### src/rtl/vvprojectvv_vga_timing_if.sv
// Raster output bundle of the VGA timing generator.
// Master drives counts and decodes; slave is the renderer side.
interface vvprojectvv_vga_timing_if;
    logic        pixTick;
    logic [9:0]  hCount;
    logic [9:0]  vCount;
    logic        hSync;
    logic        vSync;
    logic        bright;
    logic        frameTick;
    logic [15:0] frameCount;

    modport master (
        output pixTick, hCount, vCount,
        output hSync, vSync, bright,
        output frameTick, frameCount
    );

    modport slave (
        input pixTick, hCount, vCount,
        input hSync, vSync, bright,
        input frameTick, frameCount
    );
endinterface

### src/rtl/vvprojectvv_vga_timing.sv
// VGA 640x480@60 timing generator: pixel divider, raster sweep,
// registered sync/visible decodes and a frame tick/counter.
module vvprojectvv_vga_timing #(
    parameter int CLK_DIV     = 4,
    parameter int H_TOTAL     = 800,
    parameter int H_SYNC      = 96,
    parameter int H_VIS_START = 144,
    parameter int H_VIS_END   = 784,
    parameter int V_TOTAL     = 525,
    parameter int V_SYNC      = 2,
    parameter int V_VIS_START = 35,
    parameter int V_VIS_END   = 515
) (
    input  logic clk,
    input  logic reset_n,
    vvprojectvv_vga_timing_if.master vga
);
    localparam int DW = $clog2(CLK_DIV);

    localparam logic [DW-1:0] DIV_TOP = DW'(CLK_DIV - 1);
    localparam logic [9:0] HT_M1 = 10'(H_TOTAL - 1);
    localparam logic [9:0] VT_M1 = 10'(V_TOTAL - 1);
    localparam logic [9:0] HS    = 10'(H_SYNC);
    localparam logic [9:0] VS    = 10'(V_SYNC);
    localparam logic [9:0] HVS   = 10'(H_VIS_START);
    localparam logic [9:0] HVE   = 10'(H_VIS_END);
    localparam logic [9:0] VVS   = 10'(V_VIS_START);
    localparam logic [9:0] VVE   = 10'(V_VIS_END);

    logic [DW-1:0] div_q;
    logic [9:0]    h_q, v_q;
    logic [9:0]    h_nxt, v_nxt;
    logic [15:0]   frm_q;
    logic          pix_q, tick_q;
    logic          hs_q, vs_q, br_q;
    logic          adv, wrap;

    // Next raster position; decodes are taken from it so they line up
    // with the counts they describe.
    always_comb begin
        adv   = (div_q == DIV_TOP);
        h_nxt = h_q;
        v_nxt = v_q;
        if (adv) begin
            if (h_q == HT_M1) begin
                h_nxt = '0;
                v_nxt = (v_q == VT_M1) ? '0 : v_q + 10'd1;
            end else begin
                h_nxt = h_q + 10'd1;
            end
        end
        wrap = adv && (h_q == HT_M1) && (v_q == VT_M1);
    end

    // Divider, raster counters, decodes and frame bookkeeping.
    always_ff @(posedge clk or negedge reset_n) begin
        if (!reset_n) begin
            div_q  <= '0;
            h_q    <= '0;
            v_q    <= '0;
            frm_q  <= '0;
            pix_q  <= 1'b0;
            tick_q <= 1'b0;
            hs_q   <= 1'b0;
            vs_q   <= 1'b0;
            br_q   <= 1'b0;
        end else begin
            div_q  <= adv ? '0 : div_q + DW'(1);
            pix_q  <= adv;
            h_q    <= h_nxt;
            v_q    <= v_nxt;
            tick_q <= wrap;
            if (wrap)
                frm_q <= frm_q + 16'd1;
            hs_q   <= (h_nxt >= HS);
            vs_q   <= (v_nxt >= VS);
            br_q   <= (h_nxt >= HVS) && (h_nxt < HVE) &&
                      (v_nxt >= VVS) && (v_nxt < VVE);
        end
    end

    assign vga.pixTick    = pix_q;
    assign vga.hCount     = h_q;
    assign vga.vCount     = v_q;
    assign vga.hSync      = hs_q;
    assign vga.vSync      = vs_q;
    assign vga.bright     = br_q;
    assign vga.frameTick  = tick_q;
    assign vga.frameCount = frm_q;
endmodule

### src/flat_wrapper.sv
// flat-port wrapper written by rule: the top's interface ports become plain ports
module vvprojectvv_vga_timing_flat 
#(
    parameter int CLK_DIV     = 4,
    parameter int H_TOTAL     = 800,
    parameter int H_SYNC      = 96,
    parameter int H_VIS_START = 144,
    parameter int H_VIS_END   = 784,
    parameter int V_TOTAL     = 525,
    parameter int V_SYNC      = 2,
    parameter int V_VIS_START = 35,
    parameter int V_VIS_END   = 515
)
  (clk, reset_n, vga_pixTick, vga_hCount, vga_vCount, vga_hSync, vga_vSync, vga_bright, vga_frameTick, vga_frameCount);
  vvprojectvv_vga_timing_if vga_i ();
  input  logic clk;
  input  logic reset_n;
  output wire logic [$bits(vga_i.pixTick)-1:0] vga_pixTick;
  output wire logic [$bits(vga_i.hCount)-1:0] vga_hCount;
  output wire logic [$bits(vga_i.vCount)-1:0] vga_vCount;
  output wire logic [$bits(vga_i.hSync)-1:0] vga_hSync;
  output wire logic [$bits(vga_i.vSync)-1:0] vga_vSync;
  output wire logic [$bits(vga_i.bright)-1:0] vga_bright;
  output wire logic [$bits(vga_i.frameTick)-1:0] vga_frameTick;
  output wire logic [$bits(vga_i.frameCount)-1:0] vga_frameCount;
  assign vga_pixTick = vga_i.pixTick;
  assign vga_hCount = vga_i.hCount;
  assign vga_vCount = vga_i.vCount;
  assign vga_hSync = vga_i.hSync;
  assign vga_vSync = vga_i.vSync;
  assign vga_bright = vga_i.bright;
  assign vga_frameTick = vga_i.frameTick;
  assign vga_frameCount = vga_i.frameCount;
  vvprojectvv_vga_timing #(.CLK_DIV(CLK_DIV), .H_TOTAL(H_TOTAL), .H_SYNC(H_SYNC), .H_VIS_START(H_VIS_START), .H_VIS_END(H_VIS_END), .V_TOTAL(V_TOTAL), .V_SYNC(V_SYNC), .V_VIS_START(V_VIS_START), .V_VIS_END(V_VIS_END)) u_core (.clk(clk), .reset_n(reset_n), .vga(vga_i));
endmodule
### config.mk
export PLATFORM = sky130hd
export DESIGN_NAME = vvprojectvv_vga_timing_flat
export DESIGN_NICKNAME = d
export VERILOG_FILES = /design/src/rtl/vvprojectvv_vga_timing_if.sv /design/src/rtl/vvprojectvv_vga_timing.sv /design/src/flat_wrapper.sv
export SDC_FILE = /design/constraint.sdc
export NUM_CORES = 1
export LEC_CHECK = 0
export BUFFER_PORTS_ARGS = -buffer_cell sky130_fd_sc_hd__buf_2
export CAP_MARGIN = 20
export CORE_UTILIZATION = 35
export DETAILED_ROUTE_END_ITERATION = 8
export HOLD_SLACK_MARGIN = 0.12
export MAX_ROUTING_LAYER = met4
export SYNTH_ARGS = -nofsm -noshare
export SYNTH_HDL_FRONTEND = slang
export SYNTH_SLANG_ARGS = --single-unit
### constraint.sdc
create_clock -name clk -period 6.27 [get_ports clk]
set_clock_uncertainty 0.1 [all_clocks]
set_input_delay 0 -clock clk [delete_from_list [all_inputs] [get_ports clk]]
set_output_delay 0 -clock clk [all_outputs]
set_load 0.01 [all_outputs]
# --- After elaboration in Yosys (flattened, before gate mapping) ---
# Cells that the tools add are included.
classes:
  add_sub_neg: 4
  n_lt_le_gt_ge: 6
  n_eq_ne: 3
  mux: 6
  n_reduce_logical: 5
ops:
  columns: ["cell", "n"]
  rows:
  - ["two-way mux 10 bit", 5]
  - ["adder 10 x 1 -> 10 bit, second input constant", 2]
  - ["equality test 10 bit, second input constant", 2]
  - ["less-than comparator 10 bit, second input constant", 2]
  - ["adder 16 x 1 -> 16 bit, second input constant", 1]
  - [">= comparator 10 x 2 -> 1 bit, second input constant", 1]
  - [">= comparator 10 x 6 -> 1 bit, second input constant", 1]
  - [">= comparator 10 x 7 -> 1 bit, second input constant", 1]
  - [">= comparator 10 x 8 -> 1 bit, second input constant", 1]
  - ["logical AND 1 bit", 5]
  - ["adder 2 x 1 -> 2 bit, second input constant", 1]
  - ["equality test 2 bit, second input constant", 1]
  - ["two-way mux 2 bit", 1]
totals:
  ff_bits: 43
  inputBits: 2
  output_inout_bits: 41
  elab_cells: 33

# --- Depth between registers and ports, before layout ---
# Gate-level depths: netlist of run 1.
logic_depth:
  word_depth: 7
  mapped_depth: 10
  depth_no_buf: 9

# --- Worst setup path after synthesis of run 1 ---
# OpenSTA, ideal clock, no wires.
synth_timing:
  path_kind: "register to register"
  start: "register u_core.h_q[6], in the netlist u_core.vga.hCount[6]"
  end: "register u_core.br_q, in the netlist u_core.vga.bright"
  setup_ns: 0.094
  t_arrival_ns: 2.618
  t_required_ns: 6.076
  setup_slack_ns: 3.459
  path_stages_with_launch: 10
  n_path_buf: 2
  period_less_slack_ns: 2.811
  cell_sequence: "dfrtp_1 -> buf_6 -> nand4bb_4 -> or4_4 -> buf_6 -> nor3_4 -> xnor2_1 -> or2_1 -> or4_4 -> a221oi_2"
synth_via:
  elab_chain_len: 7
  word_cells_on_any_way: 13
  cone_classes: "add/sub (1); order compare (4); eq/ne (1); mux (4); reduce/logical (3)"
synth_lines:
  columns: ["element", "line_no", "source"]
  rows:
  - ["start: declaration", "vvprojectvv_vga_timing.sv:31", "logic [9:0] h_q, v_q;"]
  - ["start signal: assignment", "vvprojectvv_vga_timing.sv:70", "h_q <= h_nxt;"]
  - ["adder 10 x 1 -> 10 bit / equality test 10 bit (equally long branches)", "vvprojectvv_vga_timing.sv:49, vvprojectvv_vga_timing.sv:45", null]
  - ["two-way mux 10 bit", "vvprojectvv_vga_timing.sv:45", "if (h_q == HT_M1) begin"]
  - ["two-way mux 10 bit", "vvprojectvv_vga_timing.sv:44", "if (adv) begin"]
  - [">= comparator 10 x 8 -> 1 bit / less-than comparator 10 bit (equally long branches)", "vvprojectvv_vga_timing.sv:77", "br_q <= (h_nxt >= HVS) && (h_nxt < HVE) &&"]
  - ["logical AND 1 bit (2 in a row)", "vvprojectvv_vga_timing.sv:77", null]
  - ["logical AND 1 bit *", "vvprojectvv_vga_timing.sv:78", "(v_nxt >= VVS) && (v_nxt < VVE);"]
  - ["end signal: assignment", "vvprojectvv_vga_timing.sv:77", null]
  - ["end: declaration", "vvprojectvv_vga_timing.sv:35", "logic hs_q, vs_q, br_q;"]
# Mark *: on every way between the ends. The rest lies on a longest branch, timed or not.
# A chain may end at the register's enable or synchronous reset.

# --- Final worst setup path of run 1 ---
layout_timing:
  start: "register u_core.div_q[0]"
  end: "register u_core.br_q, in the netlist u_core.vga.bright"
layout_via:
  word_cells_on_any_way: 10
  cone_classes: "order compare (4); eq/ne (1); mux (2); reduce/logical (3)"
layout_lines:
  columns: ["element", "line_no", "source"]
  rows:
  - ["start: declaration", "vvprojectvv_vga_timing.sv:30", "logic [DW-1:0] div_q;"]
  - ["start signal: assignment", "vvprojectvv_vga_timing.sv:68", "div_q <= adv ? '0 : div_q + DW'(1);"]
  - ["equality test 2 bit *", "vvprojectvv_vga_timing.sv:41", "adv = (div_q == DIV_TOP);"]
  - ["named net u_core.adv", "vvprojectvv_vga_timing.sv:36", "logic adv, wrap;"]
  - ["two-way mux 10 bit *", "vvprojectvv_vga_timing.sv:44", null]
  - ["named net u_core.v_nxt[5]", "vvprojectvv_vga_timing.sv:32", "logic [9:0] h_nxt, v_nxt;"]
  - [">= comparator 10 x 6 -> 1 bit", "vvprojectvv_vga_timing.sv:78", null]
  - ["logical AND 1 bit", "vvprojectvv_vga_timing.sv:77", null]
  - ["logical AND 1 bit *", "vvprojectvv_vga_timing.sv:78", null]
# Mark *: on every way through the listed nets, which the timed path passes. The rest lies on a longest branch.

==> results of run 1 <==
## metal layers
| layer | up-vias | part of all wire (%) |
|---|---|---|
| li1 | 788 | - |
| met1 | 797 | 48 |
| met2 | 32 | 48 |
| met3 | 4 | 3.4 |
| met4 | 0 | 0.94 |
| met5 | - | 0 |
## critical path, stage by stage, from the launching register on
cell and delay [ns]:
dfrtp_1 0.36, ha_1 0.44, nand2_1 0.18, nor4_1 0.56, buf_4 0.28, nand3_1 0.10
xnor2_1 0.20, or4_4 0.54, a221oi_2 0.21
## power groups by stage
stage / logic (uW) / clock network, uW / registers, uW
floorplan: 0.000405 / 0 / 283
global placement: 5.99 / 0 / 283
detailed placement: 6.05 / 0 / 283
CTS: 6.47 / 224 / 277
global route: 7.24 / 242 / 277
finish: 5.92 / 216 / 277
## path summary, 6_finish.rpt
| check | start | to | slack [ns] | cells past startpoint |
|---|---|---|---|---|
| worst max-delay path | u_core.div_q[0] | u_core.vga.bright | 3.22 | 8 |
| worst min-delay path | reset_n | u_core.vga.frameCount[15] | 0.30 | 2 |
| worst max register to register | u_core.div_q[0] | u_core.vga.bright | 3.22 | 8 |
| worst min register to register | u_core.div_q[0] | u_core.div_q[0] | 0.33 | 1 |
| max in group asynchronous | reset_n | u_core.vga.frameCount[3] | 5.17 | 2 |
| min in group clk | u_core.div_q[0] | u_core.div_q[0] | 0.33 | 1 |
## cells in the final DEF, fill, tap and decap left out, types with 2 or more instances in the layout
cell type	synthesis	final
dfrtp_1	43	43
buf_2	0	42
xnor2_1	25	25
nand3_1	21	21
nor2_1	16	16
nand2_1	12	12
nand4_1	7	7
xor2_1	7	7
o21ai_0	6	6
inv_1	5	5
and4_1	5	5
and3_1	5	5
ha_1	5	5
clkbuf_8	0	5
nor4_1	4	4
or4_4	3	3
nor3_1	2	2
mux2i_1	2	2
a211oi_1	2	2
a21oi_1	2	2
o22a_2	2	2
## registers in the layout, summed over array words and instances (netlist names)
| signal | flops |
|---|---|
| u_core.vga.frameCount | 16 |
| u_core.vga.hCount | 10 |
| u_core.vga.vCount | 10 |
| u_core.div_q | 2 |
| u_core.vga.bright | 1 |
| u_core.vga.vSync | 1 |
| u_core.vga.pixTick | 1 |
| u_core.vga.frameTick | 1 |
| u_core.vga.hSync | 1 |
## Yosys cell counts, drive strengths merged
cell type | number | area (um^2)
nand4 | 7 | 43.8
inv | 5 | 18.8
buf | 3 | 42.5
ha | 5 | 62.6
a21oi | 2 | 10.0
o22a | 2 | 20.0
clkbuf | 6 | 22.5
or2 | 2 | 12.5
or3 | 1 | 6.26
nor4 | 4 | 25.0
a41o | 1 | 10.0
a21boi | 1 | 7.51
nand2 | 12 | 45.0
o21ai | 6 | 30.0
nand4bb | 1 | 27.5
a311o | 1 | 11.3
and3 | 6 | 38.8
nor2 | 17 | 71.3
o31ai | 1 | 7.51
xnor2 | 25 | 219
or4 | 3 | 33.8
mux2i | 2 | 20.0
o211a | 1 | 10.0
nor3 | 3 | 26.3
and4 | 5 | 43.8
a221oi | 1 | 15.0
a31oi | 1 | 6.26
mux2 | 1 | 11.3
a211oi | 2 | 15.0
xor2 | 7 | 61.3
nand3 | 21 | 105
dfrtp | 43 | 1080
## layout make-up
cell class | count | share of cell area (%)
inverters | 5 | 0.743
clock buffers | 5 | 2.73
multi-input cells | 141 | 39.4
clock inverters | 3 | 1.73
repair buffers | 44 | 9.02
well taps | 75 | 3.72
flip-flops and latches | 43 | 42.6
## cells by family (layout without fill, tap and decap cells)
kind of cell	Yosys count	in the layout	synth area share, %
adder cells (fa/ha/maj)	5	5	2.90
flip-flops	43	43	49.9
multiplexers	3	3	1.45
AND/OR/NAND/NOR	82	82	22.2
AO/OA/AOI/OAI	19	19	6.62
XOR/XNOR	32	32	13.0
buffers and inverters	14	57	3.89
## metrics by stage
stage / power [uW] / setup slack, ns / util [%]
after detailed placement: 289 / 3.22 / 40.6
final: 499 / 3.22 / 42.6
after global placement: 289 / 3.34 / 40.6
after floorplan: 283 / 3.46 / -
after global routing: 526 / 2.99 / 42.6
after CTS: 507 / 3.20 / 42.6
## repair_timing
action | 4_1_cts | 5_1_grt
endpoints found under the hold margin | 43 | 0
resized for setup | 0 | 0
hold buffers | 1 | 0
==> metrics.txt, run 1 <==
outcome=finished clean; Hold Vio Cnt, Final=0; area occupied by multi-input gates=996 um^2; grt met3 use=a little under 4%; setup bufs post-CTS=0; Tmin final=between 3 and 4 ns; Cell Count Post-Placement=307; Comb power frac=under 10%; CP endpoint kind=register; DRT Pass-1 Iters=4; initial DRC count=between 70 and 80; Post-Layout Inst Area=roughly 2500 um^2; Worst Setup Path Type=reg -> reg; Max Clk Rate=between 300 and 400 MHz; PD cells=roughly 200 nW/um^2; Die Y=80.5 um; I/O pin count=43; worst min-delay path class=in -> async; register area share after synthesis=around half; met1 Track Usage GR=between 10% and 20%; clk_lat worst skew=approximately 0.29 ns; Worst Path Max Fanout=12; WP data required=6.38 ns; Worst-Margin Slew=approximately 0.96 ns; first-pass GRT wire length=around 7300 um; CTS Buffer Depth=2; Post-DP Area=between 2000 and 2500 um^2; CTS buffer count=5; GPL Wtd Cong=about 0.8; syn_nets=approximately 210; fin crit share=between 40% and 50%; layout cells sized above 1=26.6%; Hold WS=roughly 0.30 ns; ant diodes=0; GRT Resource Usage Total=15.5%; Sw Ratio=between 20% and 30%; Post-DP HPWL=a little over 3000 um; die area=between 6000 and 7000 um^2; routed len/inst=between 10 and 15 um; Initial Util=36.4%; slew margin rel.=a little over a third; Final Setup Violations=0; Syn Area/Cell=approximately 11 um^2; GRT busiest layer=met2; fin cells=316; via/cell ratio=about 5.1; Detail Route Antenna Nets=0; Flop pwr share=55.5%; TNS Setup=0 ns; clk root buf=clkbuf_8; Reg area=approximately 1100 um^2; Cells after Synth=~200; CTS tree=yes; vias in the first global route=between 1500 and 2000; Yosys warning count=0; Rows=28; Die X=slightly above 80 um; Psw=103 uW; Leak=roughly 0.0013 uW; mapped cell area=between 2000 and 2500 um^2; clock group share of total power=43.3%; total gr overflow=0; synth unique cells=37; # port buffers=42; clk slew on worst S/H paths=around 0.090 ns; met2 Resource Use GR=about 23%; nets@finish=about 250; final wirelength=~4300 um; post-synthesis register bit count=43; worst vdd ir=about 71 uV; via count=1621; CP Data Arrival Time=3.15 ns; unrepaired setup endpoints after global routing=false; number of H-tree levels=2; DRC viols=0; area delta synth->final=17.1%; CP startpoint kind=register; Clock Sinks=between 40 and 50; Pins Over Slew Limit=0; internal power=396 uW; max-cap viol count=0; initial antenna violation count=0; largest net degree at the start of global routing=44; Fill cells=approximately 580; core area=5920 um^2
No activity file was read; power rests on OpenSTA's default activity.
==> run 2: changes to the inputs <==
==> constraint.sdc (replaced) <==
create_clock -name clk -period 2.7 [get_ports clk]
set_clock_uncertainty 0.1 [all_clocks]
set_input_delay 0 -clock clk [delete_from_list [all_inputs] [get_ports clk]]
set_output_delay 0 -clock clk [all_outputs]
set_load 0.01 [all_outputs]
==> metrics.txt, run 2 (synthesis results as in run 1) <==
crit-path most repeated cell=or4_4; CP peak stage delay=0.53 ns (-0.03 ns); Rows=28 (unchanged); DRT Pass-1 Iters=4 (unchanged); CP endpoint kind=register; vias in the first global route=1527 (+1.3%); first-pass GRT wire length=7460 um (+1.7%); Tmin final=2.57 ns (-0.480 ns); Pins Over Slew Limit=0 (unchanged); Post-Layout Inst Area=2710 um^2 (+7.1%); core area=5920 um^2 (unchanged); Worst Path Max Fanout=6 (-6); crit-path leading delay family=simple AND/OR/NAND/NOR gates; Max Clk Rate=390 MHz (+19%); Post-DP Area=2550 um^2 (+6.2%); Die X=80.5 um (unchanged); Die Y=80.5 um (unchanged); GRT Resource Usage Total=15.4% (-0.057 points); routed len/inst=13.1 um (-2.9%); ant diodes=0 (unchanged); Slowest cell on crit path=or4_4; area delta synth->final=25.5%; most frequent cells in the layout=buf_2, dfrtp_1, xnor2_1; CTS buffer count=5 (unchanged); nets@finish=268 (+8.5%); total gr overflow=0 (unchanged); die area=6480 um^2 (unchanged); clk root buf=clkbuf_8; worst-path cell chain=or3_1 > or4_4 > a21oi_1 > a311o_2 > nand2_1 > or4_4 > a221oi_2; max-cap viol count=0 (unchanged); Initial Util=36.4% (unchanged); Final Setup Violations=0 (unchanged); CTS Buffer Depth=2 (unchanged); DRC viols=0 (unchanged); Leak=0.00136 uW (+8.1%); I/O pin count=43 (unchanged); Worst Slack Setup Final=0.135 ns (-3.09 ns); initial DRC count=32 (-59%); number of H-tree levels=2 (unchanged); via count=1679 (+3.6%); clk slew on worst S/H paths=0.08 ns (about the same); fin crit share=95.0% (+46 points); final wirelength=4420 um (+3.6%); max reg flops=16 (unchanged); slew margin rel.=66.4% (+31 points); WP data required=2.81 ns (-3.57 ns); Worst Setup Path Type=reg -> reg; CP Data Arrival Time=2.67 ns (-0.48 ns); Clock Sinks=43 (unchanged); Detail Route Antenna Nets=0 (unchanged); dpl ws=0.120 ns (-3.10 ns); worst min-delay path class=reg -> reg; Worst-Margin Slew=0.502 ns (-0.461 ns); post-layout util=45.7% (+3.0 points); # port buffers=42 (unchanged); layout cells sized above 1=32.8% (+6.3 points); CP bufs+invs=0 (-1); clk_lat worst skew=0.29 ns (about the same); CP startpoint kind=register; via/cell ratio=4.98 (-2.9%); GPL Wtd Cong=0.781 (-0.17%); Hold Vio Cnt, Final=0 (unchanged); Post-DP HPWL=3180 um (+4.8%); CTS tree=yes; largest net degree at the start of global routing=44 (unchanged); PD cells=409 nW/um^2 (+110%); unrepaired setup endpoints after global routing=false; outcome=finished clean; TNS Setup=0 ns (unchanged); worst vdd ir=201 uV (+180%); initial antenna violation count=0 (unchanged)
==> run 2: cell types whose count changed in the layout (fill, tap and decap cells not counted), sizes merged <==
cell	before	now
buf	43	63
bufinv	1	0
clkbuf	5	8
clkinv	2	0
dlygate4sd3	1	2
==> run 2: layer usage <==
layer / vias to the layer above / share of wire [%] / global-route usage [%]
li1: 818 / - / -
met1: 823 / 51 / 21.3
met2: 32 / 44 / 22.5
met3: 6 / 4.4 / 3.98
met4: 0 / 0.84 / 3.75
met5: - / 0 / -
==> run 2: worst paths after layout <==
| path | slack, ns | to | from | depth (start not counted) |
|---|---|---|---|---|
| setup / recovery | 0.13 | u_core.vga.bright | u_core.vga.vCount[6] | 7 |
| hold / removal | 0.33 | u_core.div_q[0] | u_core.div_q[0] | 1 |
| setup reg to reg | 0.13 | u_core.vga.bright | u_core.vga.vCount[6] | 7 |
| hold reg to reg | 0.33 | u_core.div_q[0] | u_core.div_q[0] | 1 |
| max in group asynchronous | 1.39 | u_core.vga.hCount[0] | reset_n | 4 |
| min in group asynchronous | 0.61 | u_core.vga.vCount[7] | reset_n | 3 |
==> run 2: cell type report <==
cell class | instances | area [um^2]
clock buffer | 8 | 100
fill | 574 | 3220
inverter | 5 | 18.8
multi-input combinational | 141 | 1010
sequential | 43 | 1080
tap | 75 | 93.8
timing repair buffer | 65 | 400
==> run 2: report_power, final <==
| part | switching [uW] | internal, uW |
|---|---|---|
| combinational | 12.9 | 5.28 |
| clock | 211 | 234 |
| sequential | 0 | 643 |
| total | 224 | 882 |
==> run 2: per-stage QoR <==
stage          power (uW)  instances  hold WS [ns]
2_1_floorplan         656        198        -0.396
3_3_place_gp          670        325         0.113
3_5_place_dp          670        325         0.111
4_1_cts              1120        334         0.329
5_1_grt              1160        337         0.363
6_report             1110        337         0.331
==> run 2: timing repair <==
item / 4_1_cts / 5_1_grt
hold buffers: 1 / 1
setup buffers: 0 / 1
gates resized for setup: 0 / 1
endpoints found under the setup margin: 0 / 1
hold endpoints to repair: 43 / 17
